===== config.mk =====
export PLATFORM = sky130hd
export DESIGN_NAME = ex_mem_dual_reg
export DESIGN_NICKNAME = d
export VERILOG_FILES = /design/src/rtl/ex_mem_dual_reg_pkg.sv /design/src/rtl/ex_mem_slot_reg.sv /design/src/rtl/ex_mem_dual_reg.sv
export SDC_FILE = /design/constraint.sdc
export NUM_CORES = 1
export LEC_CHECK = 0
export CORE_AREA = 2 2 240 242
export CTS_CLUSTER_SIZE = 10
export DETAILED_ROUTE_END_ITERATION = 8
export DIE_AREA = 0 0 242 244
export PLACE_DENSITY = 0.47
export SLEW_MARGIN = 25
export SYNTH_ARGS = -nofsm -noshare
export SYNTH_HDL_FRONTEND = slang
export SYNTH_SLANG_ARGS = --single-unit

===== constraint.sdc =====
create_clock -name clk -period 2.3 [get_ports clk]
set_input_delay 0.46 -clock clk [delete_from_list [all_inputs] [get_ports clk]]
set_output_delay 0.46 -clock clk [all_outputs]
set_load 0.005 [all_outputs]

===== src/rtl/ex_mem_dual_reg_pkg.sv =====
// Shared definitions for the dual-issue EX/MEM pipeline register.
// Holds the update-operation encoding and the codebase's common constants.
package ex_mem_dual_reg_pkg;

    localparam logic RstEnable      = 1'b1;
    localparam logic WriteEnable    = 1'b1;
    localparam logic WriteDisable   = 1'b0;
    localparam logic OverflowAssert = 1'b1;

    localparam int RegBusW     = 32;
    localparam int RegAddrBusW = 5;
    localparam int InstAddrW   = 32;
    localparam int OvfBit      = 12;

    localparam logic [InstAddrW-1:0] ZeroWord = '0;

    typedef enum logic [1:0] {
        OP_LOAD   = 2'd0,
        OP_BUBBLE = 2'd1,
        OP_HOLD   = 2'd2,
        OP_CLEAR  = 2'd3
    } upd_op_e;

    // Flush outranks every stall combination; reset is handled by the registers.
    function automatic upd_op_e decode_op(input logic flush,
                                          input logic stall_ex,
                                          input logic stall_mem);
        if (flush)
            return OP_CLEAR;
        else if (stall_ex && !stall_mem)
            return OP_BUBBLE;
        else if (stall_ex)
            return OP_HOLD;
        else
            return OP_LOAD;
    endfunction

endpackage


===== src/rtl/ex_mem_slot_reg.sv =====
// One issue slot of the EX/MEM register: load / bubble / hold / clear.
// kill_i turns a load into a dead entry that keeps pc/waddr/wdata for debug.
module ex_mem_slot_reg
    import ex_mem_dual_reg_pkg::*;
#(
    parameter int DATA_W = RegBusW,
    parameter int ADDR_W = RegAddrBusW,
    parameter int EXC_W  = 32
) (
    input  logic                 clk,
    input  logic                 rst,
    input  upd_op_e              op_i,
    input  logic                 kill_i,
    input  logic                 valid_i,
    input  logic [InstAddrW-1:0] pc_i,
    input  logic [ADDR_W-1:0]    waddr_i,
    input  logic                 we_i,
    input  logic [DATA_W-1:0]    wdata_i,
    input  logic                 whilo_i,
    input  logic [DATA_W-1:0]    hi_i,
    input  logic [DATA_W-1:0]    lo_i,
    input  logic [EXC_W-1:0]     exc_i,
    output logic                 valid_o,
    output logic [InstAddrW-1:0] pc_o,
    output logic [ADDR_W-1:0]    waddr_o,
    output logic                 we_o,
    output logic [DATA_W-1:0]    wdata_o,
    output logic                 whilo_o,
    output logic [DATA_W-1:0]    hi_o,
    output logic [DATA_W-1:0]    lo_o,
    output logic [EXC_W-1:0]     exc_o,
    output logic                 killed_o
);

    logic                 valid_q,  valid_d;
    logic [InstAddrW-1:0] pc_q,     pc_d;
    logic [ADDR_W-1:0]    waddr_q,  waddr_d;
    logic                 we_q,     we_d;
    logic [DATA_W-1:0]    wdata_q,  wdata_d;
    logic                 whilo_q,  whilo_d;
    logic [DATA_W-1:0]    hi_q,     hi_d;
    logic [DATA_W-1:0]    lo_q,     lo_d;
    logic [EXC_W-1:0]     exc_q,    exc_d;
    logic                 killed_q, killed_d;

    always_comb begin
        valid_d  = valid_q;
        pc_d     = pc_q;
        waddr_d  = waddr_q;
        we_d     = we_q;
        wdata_d  = wdata_q;
        whilo_d  = whilo_q;
        hi_d     = hi_q;
        lo_d     = lo_q;
        exc_d    = exc_q;
        killed_d = killed_q;
        case (op_i)
            OP_CLEAR, OP_BUBBLE: begin
                valid_d  = 1'b0;
                pc_d     = ZeroWord;
                waddr_d  = '0;
                we_d     = WriteDisable;
                wdata_d  = '0;
                whilo_d  = 1'b0;
                hi_d     = '0;
                lo_d     = '0;
                exc_d    = '0;
                killed_d = 1'b0;
            end
            OP_LOAD: begin
                pc_d    = pc_i;
                waddr_d = waddr_i;
                wdata_d = wdata_i;
                hi_d    = hi_i;
                lo_d    = lo_i;
                if (kill_i) begin
                    valid_d  = 1'b0;
                    we_d     = WriteDisable;
                    whilo_d  = 1'b0;
                    exc_d    = '0;
                    killed_d = 1'b1;
                end else begin
                    valid_d  = valid_i;
                    we_d     = we_i;
                    whilo_d  = whilo_i;
                    exc_d    = exc_i;
                    killed_d = 1'b0;
                end
            end
            default: ;
        endcase
    end

    always_ff @(posedge clk) begin
        if (rst == RstEnable) begin
            valid_q  <= 1'b0;
            pc_q     <= ZeroWord;
            waddr_q  <= '0;
            we_q     <= WriteDisable;
            wdata_q  <= '0;
            whilo_q  <= 1'b0;
            hi_q     <= '0;
            lo_q     <= '0;
            exc_q    <= '0;
            killed_q <= 1'b0;
        end else begin
            valid_q  <= valid_d;
            pc_q     <= pc_d;
            waddr_q  <= waddr_d;
            we_q     <= we_d;
            wdata_q  <= wdata_d;
            whilo_q  <= whilo_d;
            hi_q     <= hi_d;
            lo_q     <= lo_d;
            exc_q    <= exc_d;
            killed_q <= killed_d;
        end
    end

    assign valid_o  = valid_q;
    assign pc_o     = pc_q;
    assign waddr_o  = waddr_q;
    assign we_o     = we_q;
    assign wdata_o  = wdata_q;
    assign whilo_o  = whilo_q;
    assign hi_o     = hi_q;
    assign lo_o     = lo_q;
    assign exc_o    = exc_q;
    assign killed_o = killed_q;

endmodule


===== src/rtl/ex_mem_dual_reg.sv =====
// EX->MEM pipeline register for the dual-issue core with precise cross-slot exceptions.
// Optional EX_MEM_STALL_CNT_EN adds a saturating EX-stall cycle counter (stall_cnt_o).
module ex_mem_dual_reg
    import ex_mem_dual_reg_pkg::*;
#(
    parameter int DATA_W = RegBusW,
    parameter int ADDR_W = RegAddrBusW,
    parameter int EXC_W  = 32
) (
    input  logic                 clk,
    input  logic                 rst,
    input  logic                 stall_ex,
    input  logic                 stall_mem,
    input  logic                 flush,
    input  logic                 s1_valid_i,
    input  logic                 s2_valid_i,
    input  logic [InstAddrW-1:0] s1_pc_i,
    input  logic [InstAddrW-1:0] s2_pc_i,
    input  logic [ADDR_W-1:0]    s1_waddr_i,
    input  logic [ADDR_W-1:0]    s2_waddr_i,
    input  logic                 s1_we_i,
    input  logic                 s2_we_i,
    input  logic [DATA_W-1:0]    s1_wdata_i,
    input  logic [DATA_W-1:0]    s2_wdata_i,
    input  logic                 s1_whilo_i,
    input  logic                 s2_whilo_i,
    input  logic [DATA_W-1:0]    s1_hi_i,
    input  logic [DATA_W-1:0]    s1_lo_i,
    input  logic [DATA_W-1:0]    s2_hi_i,
    input  logic [DATA_W-1:0]    s2_lo_i,
    input  logic [EXC_W-1:0]     s1_exc_i,
    input  logic [EXC_W-1:0]     s2_exc_i,
    output logic                 s1_valid_o,
    output logic [InstAddrW-1:0] s1_pc_o,
    output logic [ADDR_W-1:0]    s1_waddr_o,
    output logic                 s1_we_o,
    output logic [DATA_W-1:0]    s1_wdata_o,
    output logic [EXC_W-1:0]     s1_exc_o,
    output logic                 s2_valid_o,
    output logic [InstAddrW-1:0] s2_pc_o,
    output logic [ADDR_W-1:0]    s2_waddr_o,
    output logic                 s2_we_o,
    output logic [DATA_W-1:0]    s2_wdata_o,
    output logic [EXC_W-1:0]     s2_exc_o,
    output logic                 whilo_o,
    output logic [DATA_W-1:0]    hi_o,
    output logic [DATA_W-1:0]    lo_o,
    output logic                 s2_squashed_o
`ifdef EX_MEM_STALL_CNT_EN
    ,
    output logic [31:0]          stall_cnt_o
`endif
);

    upd_op_e     op;
    logic        squash;
    logic        s1_we_gated, s2_we_gated;
    logic        s1_whilo_gated, s2_whilo_gated;
    logic        s1_whilo_q, s2_whilo_q;
    logic [DATA_W-1:0] s1_hi_q, s1_lo_q, s2_hi_q, s2_lo_q;
    logic        s1_killed;

    assign op = decode_op(flush, stall_ex, stall_mem);

    // A faulting slot-1 instruction is older, so slot 2 must not retire.
    assign squash = s1_valid_i && (|s1_exc_i);

    assign s1_we_gated    = (s1_we_i == WriteEnable && s1_valid_i) ? WriteEnable : WriteDisable;
    assign s2_we_gated    = (s2_we_i == WriteEnable && s2_valid_i) ? WriteEnable : WriteDisable;
    assign s1_whilo_gated = s1_whilo_i && s1_valid_i;
    assign s2_whilo_gated = s2_whilo_i && s2_valid_i;

    ex_mem_slot_reg #(.DATA_W(DATA_W), .ADDR_W(ADDR_W), .EXC_W(EXC_W)) u_slot1 (
        .clk      (clk),
        .rst      (rst),
        .op_i     (op),
        .kill_i   (1'b0),
        .valid_i  (s1_valid_i),
        .pc_i     (s1_pc_i),
        .waddr_i  (s1_waddr_i),
        .we_i     (s1_we_gated),
        .wdata_i  (s1_wdata_i),
        .whilo_i  (s1_whilo_gated),
        .hi_i     (s1_hi_i),
        .lo_i     (s1_lo_i),
        .exc_i    (s1_exc_i),
        .valid_o  (s1_valid_o),
        .pc_o     (s1_pc_o),
        .waddr_o  (s1_waddr_o),
        .we_o     (s1_we_o),
        .wdata_o  (s1_wdata_o),
        .whilo_o  (s1_whilo_q),
        .hi_o     (s1_hi_q),
        .lo_o     (s1_lo_q),
        .exc_o    (s1_exc_o),
        .killed_o (s1_killed)
    );

    ex_mem_slot_reg #(.DATA_W(DATA_W), .ADDR_W(ADDR_W), .EXC_W(EXC_W)) u_slot2 (
        .clk      (clk),
        .rst      (rst),
        .op_i     (op),
        .kill_i   (squash),
        .valid_i  (s2_valid_i),
        .pc_i     (s2_pc_i),
        .waddr_i  (s2_waddr_i),
        .we_i     (s2_we_gated),
        .wdata_i  (s2_wdata_i),
        .whilo_i  (s2_whilo_gated),
        .hi_i     (s2_hi_i),
        .lo_i     (s2_lo_i),
        .exc_i    (s2_exc_i),
        .valid_o  (s2_valid_o),
        .pc_o     (s2_pc_o),
        .waddr_o  (s2_waddr_o),
        .we_o     (s2_we_o),
        .wdata_o  (s2_wdata_o),
        .whilo_o  (s2_whilo_q),
        .hi_o     (s2_hi_q),
        .lo_o     (s2_lo_q),
        .exc_o    (s2_exc_o),
        .killed_o (s2_squashed_o)
    );

    // Slot 2 is later in program order, so its HI/LO write is the one that survives.
    always_comb begin
        whilo_o = 1'b0;
        hi_o    = '0;
        lo_o    = '0;
        if (s2_whilo_q) begin
            whilo_o = 1'b1;
            hi_o    = s2_hi_q;
            lo_o    = s2_lo_q;
        end else if (s1_whilo_q) begin
            whilo_o = 1'b1;
            hi_o    = s1_hi_q;
            lo_o    = s1_lo_q;
        end
    end

`ifdef EX_MEM_STALL_CNT_EN
    logic [31:0] stall_cnt_q, stall_cnt_d;

    always_comb begin
        stall_cnt_d = stall_cnt_q;
        if (stall_ex && !flush && stall_cnt_q != 32'hFFFF_FFFF)
            stall_cnt_d = stall_cnt_q + 32'd1;
    end

    always_ff @(posedge clk) begin
        if (rst == RstEnable)
            stall_cnt_q <= '0;
        else
            stall_cnt_q <= stall_cnt_d;
    end

    assign stall_cnt_o = stall_cnt_q;
`endif

    ap_s2_needs_s1: assert property (@(posedge clk) disable iff (rst)
        (!stall_ex && !flush && s2_valid_i) |-> s1_valid_i);

    // Overflowing adds/subs must already have their write enable dropped upstream.
    ap_s1_ovf_no_we: assert property (@(posedge clk) disable iff (rst)
        (!stall_ex && !flush && s1_valid_i && s1_exc_i[OvfBit] == OverflowAssert) |-> !s1_we_i);
    ap_s2_ovf_no_we: assert property (@(posedge clk) disable iff (rst)
        (!stall_ex && !flush && s2_valid_i && s2_exc_i[OvfBit] == OverflowAssert) |-> !s2_we_i);

    ap_slot1_never_killed: assert property (@(posedge clk) !s1_killed);

endmodule


# Word-level counts from Yosys, hierarchy flattened
# Cells that the tools add are included.
[op_classes]
n_eq_ne = 2
n_mux = 35
reduce_logical = 11
[ops]
columns = ["op", "n"]
rows = [
  ["$pmux W32 S2", 10],
  ["$mux W32", 5],
  ["$reduce_or A32 Y1", 1],
  ["$pmux W5 S2", 2],
  ["$pmux W1 S2", 7],
  ["$mux W1", 8],
  ["$logic_and A1 B1 Y1", 6],
  ["$mux W2", 3],
  ["$eq A2 B1 Y1 const B", 1],
  ["$eq A2 B2 Y1 const B", 1],
  ["$logic_not A2 Y1", 1],
  ["$reduce_bool A2 Y1", 1],
  ["$reduce_or A2 Y1", 1],
  ["$logic_not A1 Y1", 1],
]
[word_totals]
register_bits = 337
in_bits = 341
output_inout_bits = 272
elab_cells = 67

# Depth between registers and ports, before layout
[depth]
word_depth = 7
mapped_depth = 6
ltp_nobuf = 4

# Hierarchy
# Synthesis repeated with hierarchy kept, for this count alone.
[unflattened]
hier_cells = 1279
area_unflattened_um2 = 13081.3
[by_module_without_submodules]
columns = ["module", "n_inst", "cells_each", "area_each_um2", "seq_area_each_um2"]
rows = [
  ["ex_mem_slot_reg", 2, 588, 6103.4, 3383.2],
  ["ex_mem_dual_reg", 1, 103, 874.6, 0.0],
]

# Least setup slack after synthesis
# OpenSTA, ideal clock, no wires.
[synth_timing]
path_kind = "reg2out"
start = "register u_slot1.whilo_q (netlist: u_slot1.whilo_o)"
end = "output hi_o[0]"
t_arrival_ns = 1.080
required_ns = 1.840
slack_ns = 0.760
path_stages_with_launch = 5
path_buffers = 2
path_cell_list = "dfxtp_1 -> nor2b_1 -> buf_2 -> buf_1 -> a22o_1"
[synth_between]
elab_chain_len = 2
[synth_rtl]
columns = ["element", "line_no", "source"]
rows = [
  ["from (decl)", "ex_mem_slot_reg.sv:40", "logic whilo_q, whilo_d;"],
  ["from (signal assigned)", "ex_mem_slot_reg.sv:112", "whilo_q <= whilo_d;"],
  ["$mux W32", "ex_mem_dual_reg.sv:134", "end else if (s1_whilo_q) begin"],
  ["$mux W32", "ex_mem_dual_reg.sv:130", "if (s2_whilo_q) begin"],
  ["to (decl)", "ex_mem_dual_reg.sv:46", "output logic [DATA_W-1:0] hi_o,"],
]
# Every way passes these cells.

# Worst setup path in the final report
[layout_timing]
start = "register u_slot2.whilo_q (netlist: u_slot2.whilo_o)"
end = "output lo_o[20]"
[layout_between]
elab_chain_len = 1
[layout_rtl]
columns = ["element", "line_no", "source"]
rows = [
  ["from (decl)", "ex_mem_slot_reg.sv:40", ""],
  ["from (signal assigned)", "ex_mem_slot_reg.sv:112", ""],
  ["$mux W32", "ex_mem_dual_reg.sv:130", ""],
  ["to (decl)", "ex_mem_dual_reg.sv:47", "output logic [DATA_W-1:0] lo_o,"],
]
# Every way passes these cells.

==> summary.md <==
| Metric | Value |
|---|---|
| Final WL | 52.6 mm |
| Global-route wire length before repair | 76.5 mm |
| GRT overflow | 0 |
| Number of vias per cell | 4.51 |
| Clock sinks | 337 |
| Mapped Nets | 1611 |
| First drt pass iteration count | 5 |
| Core box area | 0.0562 mm² |
| Number of synthesized register bits | 337 |
| Net switching power | 3230 µW |
| Top fanout value on the critical path | 6 |
| IO Port Bufs | 612 |
| Pre-CTS WS | 0.158 ns |
| CTS clk-pin slew, worst paths | 0.07 ns |
| Area Growth Syn to Fin | 75.0% |
| Comb pwr share | 11.1% |
| DR iter-0 viols | 639 |
| Die W | 242 µm |
| WL met1 | 20.7 mm |
| Initial antenna violation count | 5 |
| Filler Cells Inserted | 5708 |
| Hold_sp | rst |
| Post-route minimum period | 2.42 ns |
| Hold Crit Class | in -> reg |
| RSZ-0062 raised after global routing | yes |
| Avg Inst Size Synth | 9.34 µm² |
| Flop pwr share | 43.6% |
| Clk network pwr share | 45.3% |
| Crit path from | u_slot2.whilo_o |
| Leakage | 0.00769 µW |
| Maximum VDD drop | 481 µV |
| Die ar. | 0.0590 mm² |
| Crit path launch type | register |
| Maxcap violations | 0 |
| Die H | 244 µm |
| Int Pwr | 10800 µW |
| Fin. Hold Viols | 0 |
| Worst setup EP type | output pin |
| Final core utilization | 37.0% |
| Hpwl dp | 36.3 mm |
| Vias | 12.0k |
| Rows | 87 |
| Clock Skew | 0 ns |
| R2R Path Start | u_slot2.whilo_o |
| Post-DRT Antenna Nets | 0 |
| CTS buffer count | 42 |
| H-tree depth | 2 |
| Vias in the first global route | 11.9k |
| Final setup margin | -0.117 ns |
| Tcrit/Tclk final | 105% |
| Clock root buffer | clkbuf_16 |
| Finish-stage setup viols | 31 |
| Failing checks | setup timing |
| Status | finished, violations left |
| Critical Path RT | 1.84 ns |
| Slew of the pin with the lowest slew margin | 0.726 ns |
| Gate Count Post-Synth | 1270 |
| Worst-case clock buffer depth | 3 |
| Placer Congestion | 0.866 |
| Nets | 2221 |
| CP Class | reg -> out |
| Starting Density | 21.1% |
| Synth warn | 0 |
| Routed wl met2 | 26.6 mm |
| Netlist cell types | 21 |
| CTS tree | yes |
| Net Sw Frac | 23.1% |
| Critical Path AT | 1.96 ns |
| Worst slew margin | 51.6% |
| Pwr/cell area | 674 mW/mm² |
| DR WL met3 | 3.92 mm |
| Clk_lat worst skew | 0.55 ns |
| DR WL/cell | 19.7 µm |
| Max Fclk | 414 MHz |
| GRT Util Overall | 16.8% |
| Slew Limit Fails | 0 |
| Highest Signal Layer | met5 |
| Register area share after synthesis | 56.9% |
| I/O pins | 613 |
| Synth Cell Area | 0.0119 mm² |
| # DRC | 0 |
| Proportion of layout cells with a drive suffix above 1 | 10.6% |
| Largest net degree at the start of global routing | 134 |
[per-layer routing]
| metal | track usage, % | vias up |
|---|---|---|
| met3 | 5.18 | 74 |
| met5 | 0 | - |
| li1 | - | 5767 |
| met4 | 6.10 | 2 |
| met1 | 19.3 | 5786 |
| met2 | 29.4 | 389 |
[layout by cell type (no fill, tap or decap), drive strengths merged, types with 8 or more instances in the layout]
master	instances
a22o	56
dfxtp	337
buf	123
nand2	88
clkdlybuf4s50	550
o21ai	43
a22oi	298
clkbuf	74
nor2	302
nor4	8
[cells in the mapped netlist]
cell type	number	area [µm²]
a22o_1	56	490
nor2_1	302	1130
a32oi_1	2	17.5
or2_2	1	6.26
buf_1	4	15.0
nand2_1	88	330
nor3_2	2	20.0
nor4_1	8	50.1
a22oi_1	298	2240
dfxtp_1	337	6750
o21ai_1	2	10.0
nand3_1	2	10.0
a21o_1	1	7.51
clkbuf_2	3	15.0
a21boi_2	1	11.3
and4_1	2	17.5
buf_2	65	325
o21ai_0	41	205
nor2b_1	1	6.26
clkbuf_1	52	195
a21oi_1	2	10.0
[worst max-delay path: stages (launching register included)]
cell and delay (ns):
dfxtp_4 0.40, nor2b_4 0.05, buf_12 0.14, buf_6 0.12, buf_12 0.11, buf_16 0.13
buf_12 0.13, a22o_1 0.18, buf_2 0.13
[area by class of cell]
cell class,count,area (µm²),area share (%)
timing repair buffer,690,7130,34.3
sequential,337,6750,32.5
multi-input combinational,809,4640,22.4
clock buffer,63,1240,5.99
tap,756,946,4.56
clock inverter,3,40.0,0.193
antenna,4,10.0,0.0482
[repair_timing]
item,CTS,global route
pin swaps,23,11
gates resized for setup,230,27
endpoints found under the setup margin,65,50
cloned,4,2
hold buffers,0,0
setup buffers,19,7
[kinds of logic (layout without fill, tap and decap cells)]
family / after synthesis / after routing / synth area share (%)
AND/OR/NAND/NOR: 406 / 406 / 13.3
AO/OA/AOI/OAI: 403 / 403 / 25.2
flip-flops: 337 / 337 / 56.9
other: 0 / 4 / 0
buffers and inverters: 124 / 756 / 4.64
[power groups by stage]
stage	Clock [µW]	Sequential (µW)	Combinational (µW)
finish	6340	6100	1550
global route	6770	6120	1660
CTS	6570	6100	1560
detailed placement	0	6220	1530
global placement	0	6220	1520
floorplan	0	6220	470
[path summary, 6_finish.rpt]
kind	end	slack [ns]	cells after the start
worst max-delay path	lo_o[20]	-0.12	8
worst min register to register	u_slot2.exc_o[2]	0.44	2
worst min-delay path	u_slot1.exc_o[14]	0.23	2
worst max register to register	u_slot2.whilo_o	1.18	4
[state kept, by name, indices dropped and copies added (netlist names), 5 cells and up]
| name | cells |
|---|---|
| u_slot1.exc_o | 32 |
| u_slot1.hi_o | 32 |
| u_slot1.lo_o | 32 |
| u_slot1.pc_o | 32 |
| u_slot1.waddr_o | 5 |
| u_slot1.wdata_o | 32 |
| u_slot2.exc_o | 32 |
| u_slot2.hi_o | 32 |
| u_slot2.lo_o | 32 |
| u_slot2.pc_o | 32 |
| u_slot2.waddr_o | 5 |
| u_slot2.wdata_o | 32 |
[per-stage QoR]
step | std cells | total power (µW) | area (µm²) | hold WS [ns] | setup TNS [ns]
after floorplan | 1270 | 6690 | 11900 | 0.442 | 0
after global placement | 2562 | 7740 | 19100 | 0.435 | 0
after detailed placement | 2562 | 7750 | 19100 | 0.439 | 0
after CTS | 2651 | 14200 | 20600 | 0.189 | -3.45
after global routing | 2662 | 14600 | 20800 | 0.212 | -4.82
final | 2662 | 14000 | 20800 | 0.229 | -1.15
(Power assumes the default switching activity.)
